[src/rtl/wb_arbiter_pkg.sv]
// Shared definitions for the write-back arbiter: default widths,
// the source-select encoding and small helpers used by the top level.
package wb_arbiter_pkg;

  localparam int DEF_ADDR_WIDTH = 5;
  localparam int DEF_DATA_WIDTH = 32;
  localparam int DEF_LSU_DEPTH  = 2;

  // Which producer owns the register-file write port in a given cycle.
  typedef enum logic {
    SRC_ALU = 1'b0,
    SRC_LSU = 1'b1
  } src_e;

  // Committed-write counter step; wraps naturally at 32 bits.
  function automatic logic [31:0] wb_count_next(input logic [31:0] cur);
    return cur + 32'd1;
  endfunction

  // The source that must win a tie when the FIFO is not full.
  function automatic src_e other_src(input src_e last);
    src_e res;
    if (last == SRC_ALU) begin
      res = SRC_LSU;
    end else begin
      res = SRC_ALU;
    end
    return res;
  endfunction

endpackage

[src/rtl/wb_fifo.sv]
// Small synchronous FIFO buffering load results until they win the
// write port. DEPTH must be a power of two (pointers wrap by overflow).
module wb_fifo #(
  parameter int WIDTH = 37,
  parameter int DEPTH = 2
) (
  input  logic                       clk,
  input  logic                       rst,
  input  logic                       i_push,
  input  logic                       i_pop,
  input  logic [WIDTH-1:0]           i_data,
  output logic [WIDTH-1:0]           o_data,
  output logic                       o_full,
  output logic                       o_empty,
  output logic [$clog2(DEPTH):0]     o_count
);

  localparam int PW = $clog2(DEPTH);

  logic [WIDTH-1:0] r_mem [DEPTH];
  logic [PW-1:0]    r_wptr;
  logic [PW-1:0]    r_rptr;
  logic [PW:0]      r_count;
  logic             w_do_push;
  logic             w_do_pop;

  // Never write into a full buffer or read from an empty one.
  assign w_do_push = i_push && !o_full;
  assign w_do_pop  = i_pop && !o_empty;

  assign o_full  = (r_count == (PW+1)'(DEPTH));
  assign o_empty = (r_count == {(PW+1){1'b0}});
  assign o_count = r_count;
  assign o_data  = r_mem[r_rptr];

  // Storage array; contents need no reset because occupancy gates reads.
  always_ff @(posedge clk) begin
    if (w_do_push) begin
      r_mem[r_wptr] <= i_data;
    end
  end

  // Pointer and occupancy bookkeeping; push and pop together keep count.
  always_ff @(posedge clk) begin
    if (rst) begin
      r_wptr  <= {PW{1'b0}};
      r_rptr  <= {PW{1'b0}};
      r_count <= {(PW+1){1'b0}};
    end else begin
      if (w_do_push) begin
        r_wptr <= r_wptr + PW'(1);
      end
      if (w_do_pop) begin
        r_rptr <= r_rptr + PW'(1);
      end
      case ({w_do_push, w_do_pop})
        2'b10:   r_count <= r_count + (PW+1)'(1);
        2'b01:   r_count <= r_count - (PW+1)'(1);
        default: r_count <= r_count;
      endcase
    end
  end

endmodule

[src/rtl/wb_arbiter.sv]
// Write-back arbiter: merges ALU results and buffered load results onto
// a single registered register-file write port.
// Optional feature macro: WB_BYPASS_EN adds a forwarding compare port.
module wb_arbiter
  import wb_arbiter_pkg::*;
#(
  parameter int ADDR_WIDTH = DEF_ADDR_WIDTH,
  parameter int DATA_WIDTH = DEF_DATA_WIDTH,
  parameter int LSU_DEPTH  = DEF_LSU_DEPTH
) (
  input  logic                  clk,
  input  logic                  rst,
  input  logic                  alu_valid,
  output logic                  alu_ready,
  input  logic [ADDR_WIDTH-1:0] alu_rd,
  input  logic [DATA_WIDTH-1:0] alu_data,
  input  logic                  lsu_valid,
  output logic                  lsu_ready,
  input  logic [ADDR_WIDTH-1:0] lsu_rd,
  input  logic [DATA_WIDTH-1:0] lsu_data,
  output logic                  wen,
  output logic [ADDR_WIDTH-1:0] rd,
  output logic [DATA_WIDTH-1:0] wdata,
`ifdef WB_BYPASS_EN
  input  logic [ADDR_WIDTH-1:0] byp_rs1,
  input  logic [ADDR_WIDTH-1:0] byp_rs2,
  output logic                  byp_hit1,
  output logic                  byp_hit2,
  output logic [DATA_WIDTH-1:0] byp_data,
`endif
  output logic [31:0]           wb_count
);

  localparam int EW = ADDR_WIDTH + DATA_WIDTH;
  localparam int CW = $clog2(LSU_DEPTH) + 1;

  logic [EW-1:0]         w_fifo_head;
  logic                  w_fifo_full;
  logic                  w_fifo_empty;
  logic [CW-1:0]         w_fifo_count;
  logic                  w_lsu_push;
  logic                  w_lsu_pop;
  logic                  w_grant;
  src_e                  w_sel;
  logic [ADDR_WIDTH-1:0] w_win_rd;
  logic [DATA_WIDTH-1:0] w_win_data;
  logic [ADDR_WIDTH-1:0] w_head_rd;
  logic [DATA_WIDTH-1:0] w_head_data;

  src_e                  r_last_grant;
  logic                  r_wen;
  logic [ADDR_WIDTH-1:0] r_rd;
  logic [DATA_WIDTH-1:0] r_wdata;
  logic [31:0]           r_wb_count;

  // Readiness is withheld during reset so nothing is accepted then.
  assign lsu_ready  = !rst && !w_fifo_full;
  assign w_lsu_push = lsu_valid && lsu_ready;
  assign w_lsu_pop  = w_grant && (w_sel == SRC_LSU);
  assign alu_ready  = w_grant && (w_sel == SRC_ALU);

  assign w_head_rd   = w_fifo_head[EW-1:DATA_WIDTH];
  assign w_head_data = w_fifo_head[DATA_WIDTH-1:0];

  wb_fifo #(
    .WIDTH (EW),
    .DEPTH (LSU_DEPTH)
  ) u_lsu_fifo (
    .clk     (clk),
    .rst     (rst),
    .i_push  (w_lsu_push),
    .i_pop   (w_lsu_pop),
    .i_data  ({lsu_rd, lsu_data}),
    .o_data  (w_fifo_head),
    .o_full  (w_fifo_full),
    .o_empty (w_fifo_empty),
    .o_count (w_fifo_count)
  );

  // Pick this cycle's winner: a full FIFO forces the load path, otherwise
  // ties alternate away from whichever source was granted last.
  always_comb begin
    w_grant = 1'b0;
    w_sel   = SRC_ALU;
    if (rst) begin
      w_grant = 1'b0;
    end else if (alu_valid && !w_fifo_empty) begin
      w_grant = 1'b1;
      if (w_fifo_full) begin
        w_sel = SRC_LSU;
      end else begin
        w_sel = other_src(r_last_grant);
      end
    end else if (alu_valid) begin
      w_grant = 1'b1;
      w_sel   = SRC_ALU;
    end else if (!w_fifo_empty) begin
      w_grant = 1'b1;
      w_sel   = SRC_LSU;
    end else begin
      w_grant = 1'b0;
    end
  end

  // Route the winning entry toward the output register.
  always_comb begin
    w_win_rd   = alu_rd;
    w_win_data = alu_data;
    if (w_sel == SRC_LSU) begin
      w_win_rd   = w_head_rd;
      w_win_data = w_head_data;
    end else begin
      w_win_rd   = alu_rd;
      w_win_data = alu_data;
    end
  end

  // Remember the last granted source; idle cycles leave it untouched.
  always_ff @(posedge clk) begin
    if (rst) begin
      r_last_grant <= SRC_LSU;
    end else if (w_grant) begin
      r_last_grant <= w_sel;
    end else begin
      r_last_grant <= r_last_grant;
    end
  end

  // Register the write port; writes to index 0 are consumed silently.
  always_ff @(posedge clk) begin
    if (rst) begin
      r_wen      <= 1'b0;
      r_rd       <= {ADDR_WIDTH{1'b0}};
      r_wdata    <= {DATA_WIDTH{1'b0}};
      r_wb_count <= 32'd0;
    end else if (w_grant) begin
      r_rd    <= w_win_rd;
      r_wdata <= w_win_data;
      if (w_win_rd != {ADDR_WIDTH{1'b0}}) begin
        r_wen      <= 1'b1;
        r_wb_count <= wb_count_next(r_wb_count);
      end else begin
        r_wen      <= 1'b0;
        r_wb_count <= r_wb_count;
      end
    end else begin
      r_wen      <= 1'b0;
      r_wb_count <= r_wb_count;
    end
  end

  assign wen      = r_wen;
  assign rd       = r_rd;
  assign wdata    = r_wdata;
  assign wb_count = r_wb_count;

`ifdef WB_BYPASS_EN
  // Forward the value being written this cycle to matching readers.
  assign byp_hit1 = r_wen && (r_rd == byp_rs1) && (r_rd != {ADDR_WIDTH{1'b0}});
  assign byp_hit2 = r_wen && (r_rd == byp_rs2) && (r_rd != {ADDR_WIDTH{1'b0}});
  assign byp_data = r_wdata;
`endif

endmodule

[config.mk]
export PLATFORM = sky130hd
export DESIGN_NAME = wb_arbiter
export DESIGN_NICKNAME = d
export VERILOG_FILES = /design/src/rtl/wb_arbiter_pkg.sv /design/src/rtl/wb_fifo.sv /design/src/rtl/wb_arbiter.sv
export SDC_FILE = /design/constraint.sdc
export NUM_CORES = 1
export LEC_CHECK = 0
export ABC_CLOCK_PERIOD_IN_PS = 6700
export CAP_MARGIN = 20
export CORE_ASPECT_RATIO = 0.5
export CORE_MARGIN = 2
export CORE_UTILIZATION = 40
export DETAILED_ROUTE_END_ITERATION = 7
export PLACE_DENSITY = 0.67
export SLEW_MARGIN = 10
export SYNTH_ARGS = -nofsm -noshare
export SYNTH_HDL_FRONTEND = slang
export SYNTH_SLANG_ARGS = --single-unit
[constraint.sdc]
create_clock -name clk -period 6.7 [get_ports clk]
set_input_delay 1.005 -clock clk [delete_from_list [all_inputs] [get_ports clk]]
set_output_delay 1.005 -clock clk [all_outputs]
set_load 0.1 [all_outputs]
==> results of run 1 <==
## through the flow
step	utilization (%)	area (sq um)	std cells	hold slack, ns	setup WS [ns]
detailed placement	51.32	7849	877	0.4437	2.560
finish	55.26	8452	909	0.4520	2.520
CTS	55.26	8452	909	0.4538	2.512
floorplan	-	6203	560	0.4813	1.524
global placement	51.19	7829	876	0.4397	2.592
global route	55.26	8452	909	0.4702	2.475
## cells in the final DEF (no fill, tap or decap), types with 2 or more instances in the layout
cell and instances:
inv_1 4, or4_1 24, clkdlybuf4s50_1 148, o21ai_1 5, xnor2_1 2, clkbuf_1 2, o21ai_0 3, o31ai_1 22
nand3_1 9, nor2_1 7, bufinv_16 3, mux2i_1 37, xor2_1 3, a21oi_1 67, nand2_1 89, clkbuf_16 17
and4_1 4, ha_1 2, inv_6 4, or4b_1 2, o41ai_1 3, o211ai_1 36, and2_1 2, nand4_1 11
o311ai_1 2, buf_4 6, edfxtp_1 74, or3_1 9, dfxtp_1 75, clkinvlp_4 4, and3_1 8
## state kept, by name, indices dropped and copies added, names as in the netlist, named ones only
register,cells
u_lsu_fifo.r_wptr,1
u_lsu_fifo.r_mem,74
wen,1
wb_count,32
rd,5
r_last_grant,1
u_lsu_fifo.o_count,2
u_lsu_fifo.r_rptr,1
wdata,32
## layout make-up
| type | count | area (sq um) | area share (%) |
|---|---|---|---|
| multi-input cells | 362 | 2278 | 26.96 |
| clock inverters | 13 | 170.2 | 2.013 |
| well taps | 204 | 255.2 | 3.020 |
| inverters | 5 | 18.77 | 0.2221 |
| repair buffers | 156 | 1551 | 18.36 |
| flip-flops and latches | 150 | 3745 | 44.31 |
| clock buffers | 19 | 432.9 | 5.122 |
## tightest hold or removal path, cell delays in order, from the launching register on
cell and delay [ns]:
dfxtp_1 0.31, nand2_1 0.05, a21oi_1 0.05
## worst max-delay path by stage
stage	start	end	slack (ns)	depth (start not counted)
after detailed placement	alu_valid	alu_ready	2.56	4
after global placement	alu_valid	alu_ready	2.59	4
final	alu_valid	alu_ready	2.52	4
after CTS	alu_valid	alu_ready	2.51	4
after global routing	alu_valid	alu_ready	2.47	4
after floorplan	rst	u_lsu_fifo.r_mem[0][0]	1.52	4
## metal layers
metal  GRT usage, %  wire length (microns)  up-vias
met1          22.40                   6701     2346
met2          31.00                   7342       97
met4          5.914                    157        0
met3          4.289                    582       16
met5              0                      0        -
li1               -                      -     2389
## report_power, final
part | internal [mW] | total [mW] | switching [mW]
Clock | 0.592 | 0.976 | 0.384
Sequential | 1.08 | 1.16 | 0.0835
Combinational | 0.337 | 1.23 | 0.895
## cells by family (layout without fill, tap and decap cells)
group	after synthesis	after routing	share of synthesized area [%]
compound gates	142	142	14.60
xor+xnor	5	5	0.7061
fa+ha+maj	2	2	0.4033
buf+inv	48	193	3.207
flops	150	150	60.35
mux	37	37	5.970
simple gates	176	176	14.76
==> flow_metrics.py, run 1 <==
metrics = {
    "worst_setup_path": {
        "path_common_cell": "clkdlybuf4s50_1",
        "cp_cell_sequence": "clkdlybuf4s50_1 -> nand2b_1 -> a21oi_1 -> clkdlybuf4s50_1",
        "rr_worst_depth": 7,
        "crit_family": "buffers and inverters",
        "critPathMaxStageDelay_ns": 1.23,
        "critical_path_class": "primary input to output pin",
        "path_buf_inv": 2,
        "r2r_setup_slack_ns": 3.82,
        "crit_path_end_kind": "output pin",
        "worst-path-max-fanout": 5,
        "cp_data_arrival_time_ns": 3.18,
        "r2r-end": "wb_count[15]",
        "worstSetupStartpointType": "primary input",
        "cp.required_ns": 5.69,
        "cp_slowest_cell": "clkdlybuf4s50_1",
    },
    "pwr": {
        "cellPowerDensity_mw_per_mm2": 399.0,
        "power_mw": 3.372,
        "peakVddDrop_mv": 0.2361,
        "p_leak_nw": 2.703,
    },
    "route": {
        "drc": 0,
        "viasPerCell": 5.333,
        "antenna_left": 0,
        "drt_wl_total_microns": 14780,
        "drt_pass1_iterations": 7,
        "drtIter0Drc": 283,
        "vias": 4848,
        "wl_per_cell_microns": 16.26,
    },
    "placement": {
        "post-dp-hpwl_microns": 9770,
        "port_buffers": 149,
        "gp_congestion": 0.7470,
    },
    "sta": {
        "rsz0062_at_grt": "false",
        "max_clock_freq_mhz": 239.2,
        "report.final.slew_viol_count": 0,
        "finalSetupViolCount": 0,
        "skew_ns": 0.01500,
        "finalSetupTns_ns": 0,
        "timing_hold_violations_final": 0,
        "fin_crit_sh_pct": 62.39,
        "period_minus_slack_ns": 4.180,
        "worst_pin_slew_ns": 1.011,
        "slew_headroom_pct": 32.38,
    },
    "synth": {
        "synth_area_sq_mm": 0.006203,
        "yosys.area.top_type": "edfxtp_1",
        "synth_common_cells": "nand2_1, dfxtp_1, edfxtp_1",
        "postSynth.asyncResetShare_pct": 0,
        "netlist_instances": 560,
        "synth.distinct_cells": 42,
        "yosysWarnings": 0,
        "avgSynthCellArea_sq_um": 11.08,
        "seq_area_frac_synth_pct": 60.35,
        "synth_nets": 640,
        "synth-seq-cells": 150,
        "synthTopCellsByArea": "edfxtp_1, dfxtp_1, mux2i_1",
        "yosysTopAreaCellShare_pct": 35.82,
        "synth-edff-count": 74,
        "ys.flop_type": "dfxtp_1",
        "synth_most_common_cell": "nand2_1",
    },
    "clock_tree": {
        "numCtsBuffers": 17,
        "cts_hold_buf": 0,
        "cts_buffer_depth": 2,
        "cts_tree": "done",
        "cts_setup_buffers": 0,
        "cts-resized-gates": 0,
        "clock-sinks": 150,
        "clk_pin_slew_ns": 0.06,
        "cts_root_buf": "clkbuf_16",
        "h-tree-depth": 4,
        "clock_latency_ns": 0.42,
    },
    "cells_and_area": {
        "diodes": 0,
        "fin_nets": 772,
        "fillerInstances": 1324,
        "drive_gt1_share_pct": 6.525,
        "syn_to_final_growth_pct": 36.24,
    },
    "grt": {
        "grt_antenna_before_repair": 0,
        "grt-ovfl-total": 0,
        "grt_max_degree": 76,
        "grt_pass1_vias": 4569,
        "track_usage_pct": 17.98,
        "grt_pass1_wl_microns": 23570,
    },
    "hold_path": {
        "min_to": "wdata[3]",
        "hp-start": "wdata[3]",
        "holdCritPathClass": "flop to flop",
        "whs_path_depth": 2,
    },
    "die": {
        "core.rowCount": 32,
        "dieHeight_microns": 92.06,
        "io-pin-count": 150,
        "die_x_microns": 180.1,
        "start_util_pct": 40.56,
        "die_area_sq_mm": 0.01658,
        "core_sq_mm": 0.01529,
    },
    "flow_run": {
        "cap_violations": 0,
    },
    "outcome": {
        "status": "complete, no violations",
    },
}
No activity file was read; power rests on OpenSTA's default activity.
==> run 2: changes to the inputs <==
- ABC_CLOCK_PERIOD_IN_PS: 6700 -> 3450
- PLACE_DENSITY: 0.67 -> 0.69
- clock period: 6.7 -> 3.45 ns (I/O delays scaled with it)
==> flow_metrics.py, run 2 (synthesis results as in run 1) <==
metrics = {
    "sta": {
        "rsz0062_at_grt": "false",
        "fin_crit_sh_pct": 74.94,
        "finalSetupTns_ns": 0,
        "timing_hold_violations_final": 0,
        "period_minus_slack_ns": 2.585,
        "finalSetupViolCount": 0,
        "slew_headroom_pct": 33.16,
        "max_clock_freq_mhz": 386.8,
        "skew_ns": 0.009814,
        "report.final.slew_viol_count": 0,
        "worst_pin_slew_ns": 0.9994,
    },
    "placement": {
        "post-dp-hpwl_microns": 9670,
        "gp_congestion": 0.7744,
        "port_buffers": 149,
    },
    "worst_setup_path": {
        "cp.required_ns": 2.93,
        "r2r_setup_slack_ns": 1.09,
        "cp_data_arrival_time_ns": 2.07,
        "cp_cell_sequence": "clkdlybuf4s50_1",
        "cp_slowest_cell": "clkdlybuf4s50_1",
        "path_buf_inv": 1,
        "crit_family": "buffers and inverters",
        "crit_path_end_kind": "output pin",
        "worstSetupStartpointType": "flop",
        "critPathMaxStageDelay_ns": 1.18,
        "critical_path_class": "flop to output pin",
        "worst-path-max-fanout": 9,
    },
    "clock_tree": {
        "cts-resized-gates": 0,
        "clock-sinks": 150,
        "clock_latency_ns": 0.41,
        "clk_pin_slew_ns": 0.07,
        "cts_root_buf": "clkbuf_16",
        "cts_setup_buffers": 0,
        "cts_buffer_depth": 2,
        "cts_hold_buf": 0,
        "h-tree-depth": 4,
        "cts_tree": "done",
        "numCtsBuffers": 17,
    },
    "route": {
        "viasPerCell": 5.406,
        "wl_per_cell_microns": 16.50,
        "vias": 4936,
        "antenna_left": 0,
        "drt_wl_total_microns": 15060,
        "drt_pass1_iterations": 4,
        "drtIter0Drc": 390,
        "drc": 0,
    },
    "cells_and_area": {
        "final_core_util_pct": 55.62,
        "final_cell_mix": "clkdlybuf4s50_1, nand2_1, dfxtp_1, edfxtp_1, a21oi_1",
        "drive_gt1_share_pct": 8.181,
        "largest_reg_flops": 74,
        "syn_to_final_growth_pct": 37.13,
        "diodes": 0,
        "final_common_cell": "clkdlybuf4s50_1",
        "fillerInstances": 1301,
        "top_register": "u_lsu_fifo.r_mem",
        "fin_nets": 776,
    },
    "pwr": {
        "p_int_mw": 3.950,
        "power_switching_mw": 2.732,
        "seqPwrFrac_pct": 33.4,
        "cellPowerDensity_mw_per_mm2": 785.5,
        "combinationalPowerShare_pct": 36.8,
        "peakVddDrop_mv": 0.4221,
        "swShare_pct": 40.88,
        "p_leak_nw": 2.756,
        "clockPowerShare_pct": 29.8,
    },
    "die": {
        "io-pin-count": 150,
        "die_area_sq_mm": 0.01658,
        "dieHeight_microns": 92.06,
        "core_sq_mm": 0.01529,
        "core.rowCount": 32,
        "start_util_pct": 40.56,
        "die_x_microns": 180.1,
    },
    "grt": {
        "grt_max_degree": 65,
        "grt_pass1_wl_microns": 24650,
        "track_usage_pct": 18.60,
        "grt-ovfl-total": 0,
        "grt_antenna_before_repair": 0,
        "grt_pass1_vias": 4807,
    },
    "hold_path": {
        "holdCritPathClass": "flop to flop",
    },
    "outcome": {
        "status": "complete, no violations",
    },
    "flow_run": {
        "cap_violations": 0,
    },
}
run 2: layout make-up:
class | instances | area [sq um] | share of cell area [%]
tap | 204 | 255.2 | 3.000
clock inverter | 15 | 202.7 | 2.383
sequential | 150 | 3745 | 44.02
multi-input combinational | 362 | 2286 | 26.87
clock buffer | 17 | 425.4 | 5.001
inverter | 5 | 18.77 | 0.2206
timing repair buffer | 160 | 1574 | 18.50
run 2: layer usage:
metal | track usage (%) | share of wire [%] | up-vias
li1 | - | - | 2397
met1 | 24.01 | 46 | 2390
met2 | 31.39 | 48 | 131
met3 | 3.693 | 4.5 | 18
met4 | 6.653 | 1.5 | 0
met5 | 0 | 0 | -
run 2: worst paths after layout:
check	start	to	depth (start not counted)
max reg2reg	wb_count[6]	wb_count[23]	5
min	rd[1]	rd[1]	2
min reg2reg	rd[1]	rd[1]	2
max	wb_count[24]	wb_count[24]	1
run 2: power groups by stage:
stage / Combinational [mW] / Clock (mW) / Sequential, mW
2_1_floorplan: 0.906 / 0 / 3.20
3_3_place_gp: 2.44 / 0 / 2.26
3_5_place_dp: 2.47 / 0 / 2.27
4_1_cts: 2.48 / 2.02 / 2.23
5_1_grt: 2.61 / 2.10 / 2.26
6_report: 2.46 / 1.99 / 2.23
run 2: through the flow:
step	hold slack [ns]	std cells	setup WS, ns	total power [mW]	area (sq um)
global route	0.4746	913	0.7810	6.970	8507
finish	0.4514	913	0.8646	6.682	8507
detailed placement	0.4461	881	0.6636	4.735	7879
CTS	0.4542	913	0.8505	6.731	8507
floorplan	0.4813	560	0.1248	4.107	6213
global placement	0.4405	881	0.7781	4.700	7879
==> run 3: changes to the inputs <==
- ABC_CLOCK_PERIOD_IN_PS: 3450 -> 2550
- PLACE_DENSITY: 0.69 -> 0.67
- clock period: 3.45 -> 2.55 ns (I/O delays scaled with it)
==> flow_metrics.py, run 3 (synthesis results as in run 1) <==
metrics = {
    "route": {
        "wl_per_cell_microns": 16.59,
        "route.met2.wl_microns": 7641,
        "drtIter0Drc": 317,
        "vias": 4962,
        "wl_met3_microns": 566,
        "viasPerCell": 5.399,
        "antenna_left": 0,
        "drt_pass1_iterations": 5,
        "top_layer": "met4",
        "drt_wl_total_microns": 15240,
        "drc": 0,
        "drt-met1-wl_microns": 6880,
    },
    "sta": {
        "max_clock_freq_mhz": 428.6,
        "skew_ns": 0.01319,
        "period_minus_slack_ns": 2.333,
        "report.final.slew_viol_count": 0,
        "slew_headroom_pct": 59.85,
        "finalSetupTns_ns": 0,
        "finalSetupViolCount": 0,
        "timing_hold_violations_final": 0,
        "worst_pin_slew_ns": 0.6022,
        "fin_crit_sh_pct": 91.51,
        "fin_ws_ns": 0.2166,
        "rsz0062_at_grt": "false",
    },
    "clock_tree": {
        "cts_hold_buf": 0,
        "cts_buffer_depth": 2,
        "clk_pin_slew_ns": 0.06,
        "cts_setup_buffers": 0,
        "cts_root_buf": "clkbuf_16",
        "cts-resized-gates": 0,
        "h-tree-depth": 4,
        "clock-sinks": 150,
        "numCtsBuffers": 17,
        "cts_tree": "done",
        "clock_latency_ns": 0.42,
    },
    "placement": {
        "post-dp-hpwl_microns": 9965,
        "placedCellCount": 887,
        "port_buffers": 149,
        "gp_congestion": 0.7447,
        "dp_slack_ns": 0.05212,
    },
    "die": {
        "core_sq_mm": 0.01529,
        "die_area_sq_mm": 0.01658,
        "die_x_microns": 180.1,
        "io-pin-count": 150,
        "start_util_pct": 40.56,
        "core.rowCount": 32,
        "dieHeight_microns": 92.06,
    },
    "cells_and_area": {
        "fin_nets": 782,
        "largest_reg_flops": 74,
        "drive_gt1_share_pct": 20.00,
        "diodes": 0,
        "fillerInstances": 1349,
        "top_register": "u_lsu_fifo.r_mem",
        "stdcell_count": 919,
        "syn_to_final_growth_pct": 35.62,
        "final_cell_mix": "nand2_1, buf_4, clkdlybuf4s50_1, edfxtp_1, a21oi_1",
        "final_common_cell": "nand2_1",
    },
    "worst_setup_path": {
        "cp_cell_sequence": "buf_4 -> mux2i_1 -> nor4_2 -> a221oi_4 -> buf_12 -> or4_1 -> a21oi_1",
        "critical_path_class": "flop to flop",
        "rr_worst_depth": 7,
        "crit_family": "simple AND/OR/NAND/NOR gates",
        "worstSetupStartpointType": "flop",
        "worst-path-stages": 7,
        "path_buf_inv": 2,
        "crit_path_end_kind": "flop",
        "cp_slowest_cell": "or4_1",
        "cp.required_ns": 2.88,
        "cp_data_arrival_time_ns": 2.67,
        "worst-path-max-fanout": 57,
        "critPathMaxStageDelay_ns": 0.53,
    },
    "flow_run": {
        "cap_violations": 0,
    },
    "pwr": {
        "power_switching_mw": 3.676,
        "clockPowerShare_pct": 27.6,
        "swShare_pct": 41.77,
        "p_leak_nw": 2.900,
        "peakVddDrop_mv": 0.5589,
        "combinationalPowerShare_pct": 38.2,
        "cellPowerDensity_mw_per_mm2": 1046,
        "power_mw": 8.802,
        "p_int_mw": 5.126,
        "seqPwrFrac_pct": 34.2,
    },
    "grt": {
        "grt_pass1_vias": 4795,
        "grt_antenna_before_repair": 0,
        "grt_pass1_wl_microns": 24770,
        "track_usage_pct": 18.77,
        "grt_max_degree": 64,
        "grt-ovfl-total": 0,
    },
    "hold_path": {
        "holdCritPathClass": "primary input to flop",
        "whs_path_depth": 2,
    },
    "outcome": {
        "status": "complete, no violations",
    },
}
[run 3: metal layers]
layer,global-route usage [%],vias to the layer above
li1,-,2404
met2,32.31,111
met5,0,-
met3,3.455,13
met4,7.191,0
met1,23.71,2434
[run 3: through the flow]
| step | hold slack [ns] | cell area (sq um) | utilization (%) |
|---|---|---|---|
| final | 0.3125 | 8413 | 55.01 |
| after global routing | 0.3277 | 8413 | 55.01 |
| after CTS | 0.2949 | 8413 | 55.01 |
| after detailed placement | 0.4435 | 7843 | 51.28 |
| after global placement | 0.4409 | 7843 | 51.28 |
| after floorplan | 0.4813 | 6248 | - |
[run 3: layout make-up]
| class | count | area, sq um | area share (%) |
|---|---|---|---|
| clock buffers | 18 | 429.2 | 5.101 |
| clock inverters | 14 | 141.4 | 1.681 |
| inverters | 5 | 18.77 | 0.2231 |
| multi-input cells | 362 | 2301 | 27.35 |
| flip-flops and latches | 150 | 3759 | 44.68 |
| well taps | 204 | 255.2 | 3.034 |
| repair buffers | 166 | 1509 | 17.94 |
[run 3: path summary, 6_finish.rpt]
check | startpoint | to | slack (ns)
worst max-delay path | flop | wb_count[7] | 0.22
worst min-delay path | rst | u_lsu_fifo.o_count[0] | 0.31
worst max register to register | flop | wb_count[7] | 0.22
worst min register to register | wdata[12] | wdata[12] | 0.45
[run 3: worst reg2reg max path: stages (launching register included)]
cell and delay (ns):
dfxtp_2 0.35, buf_4 0.41, mux2i_1 0.19, nor4_2 0.31, a221oi_4 0.07, buf_12 0.19, or4_1 0.56, a21oi_1 0.17
[run 3: power by group through the flow]
stage	Sequential, mW	Clock [mW]	Combinational [mW]
6_report	3.01	2.43	3.36
5_1_grt	3.04	2.60	3.57
4_1_cts	3.01	2.49	3.39
3_5_place_dp	3.06	0	3.38
3_3_place_gp	3.05	0	3.35
2_1_floorplan	4.33	0	1.24
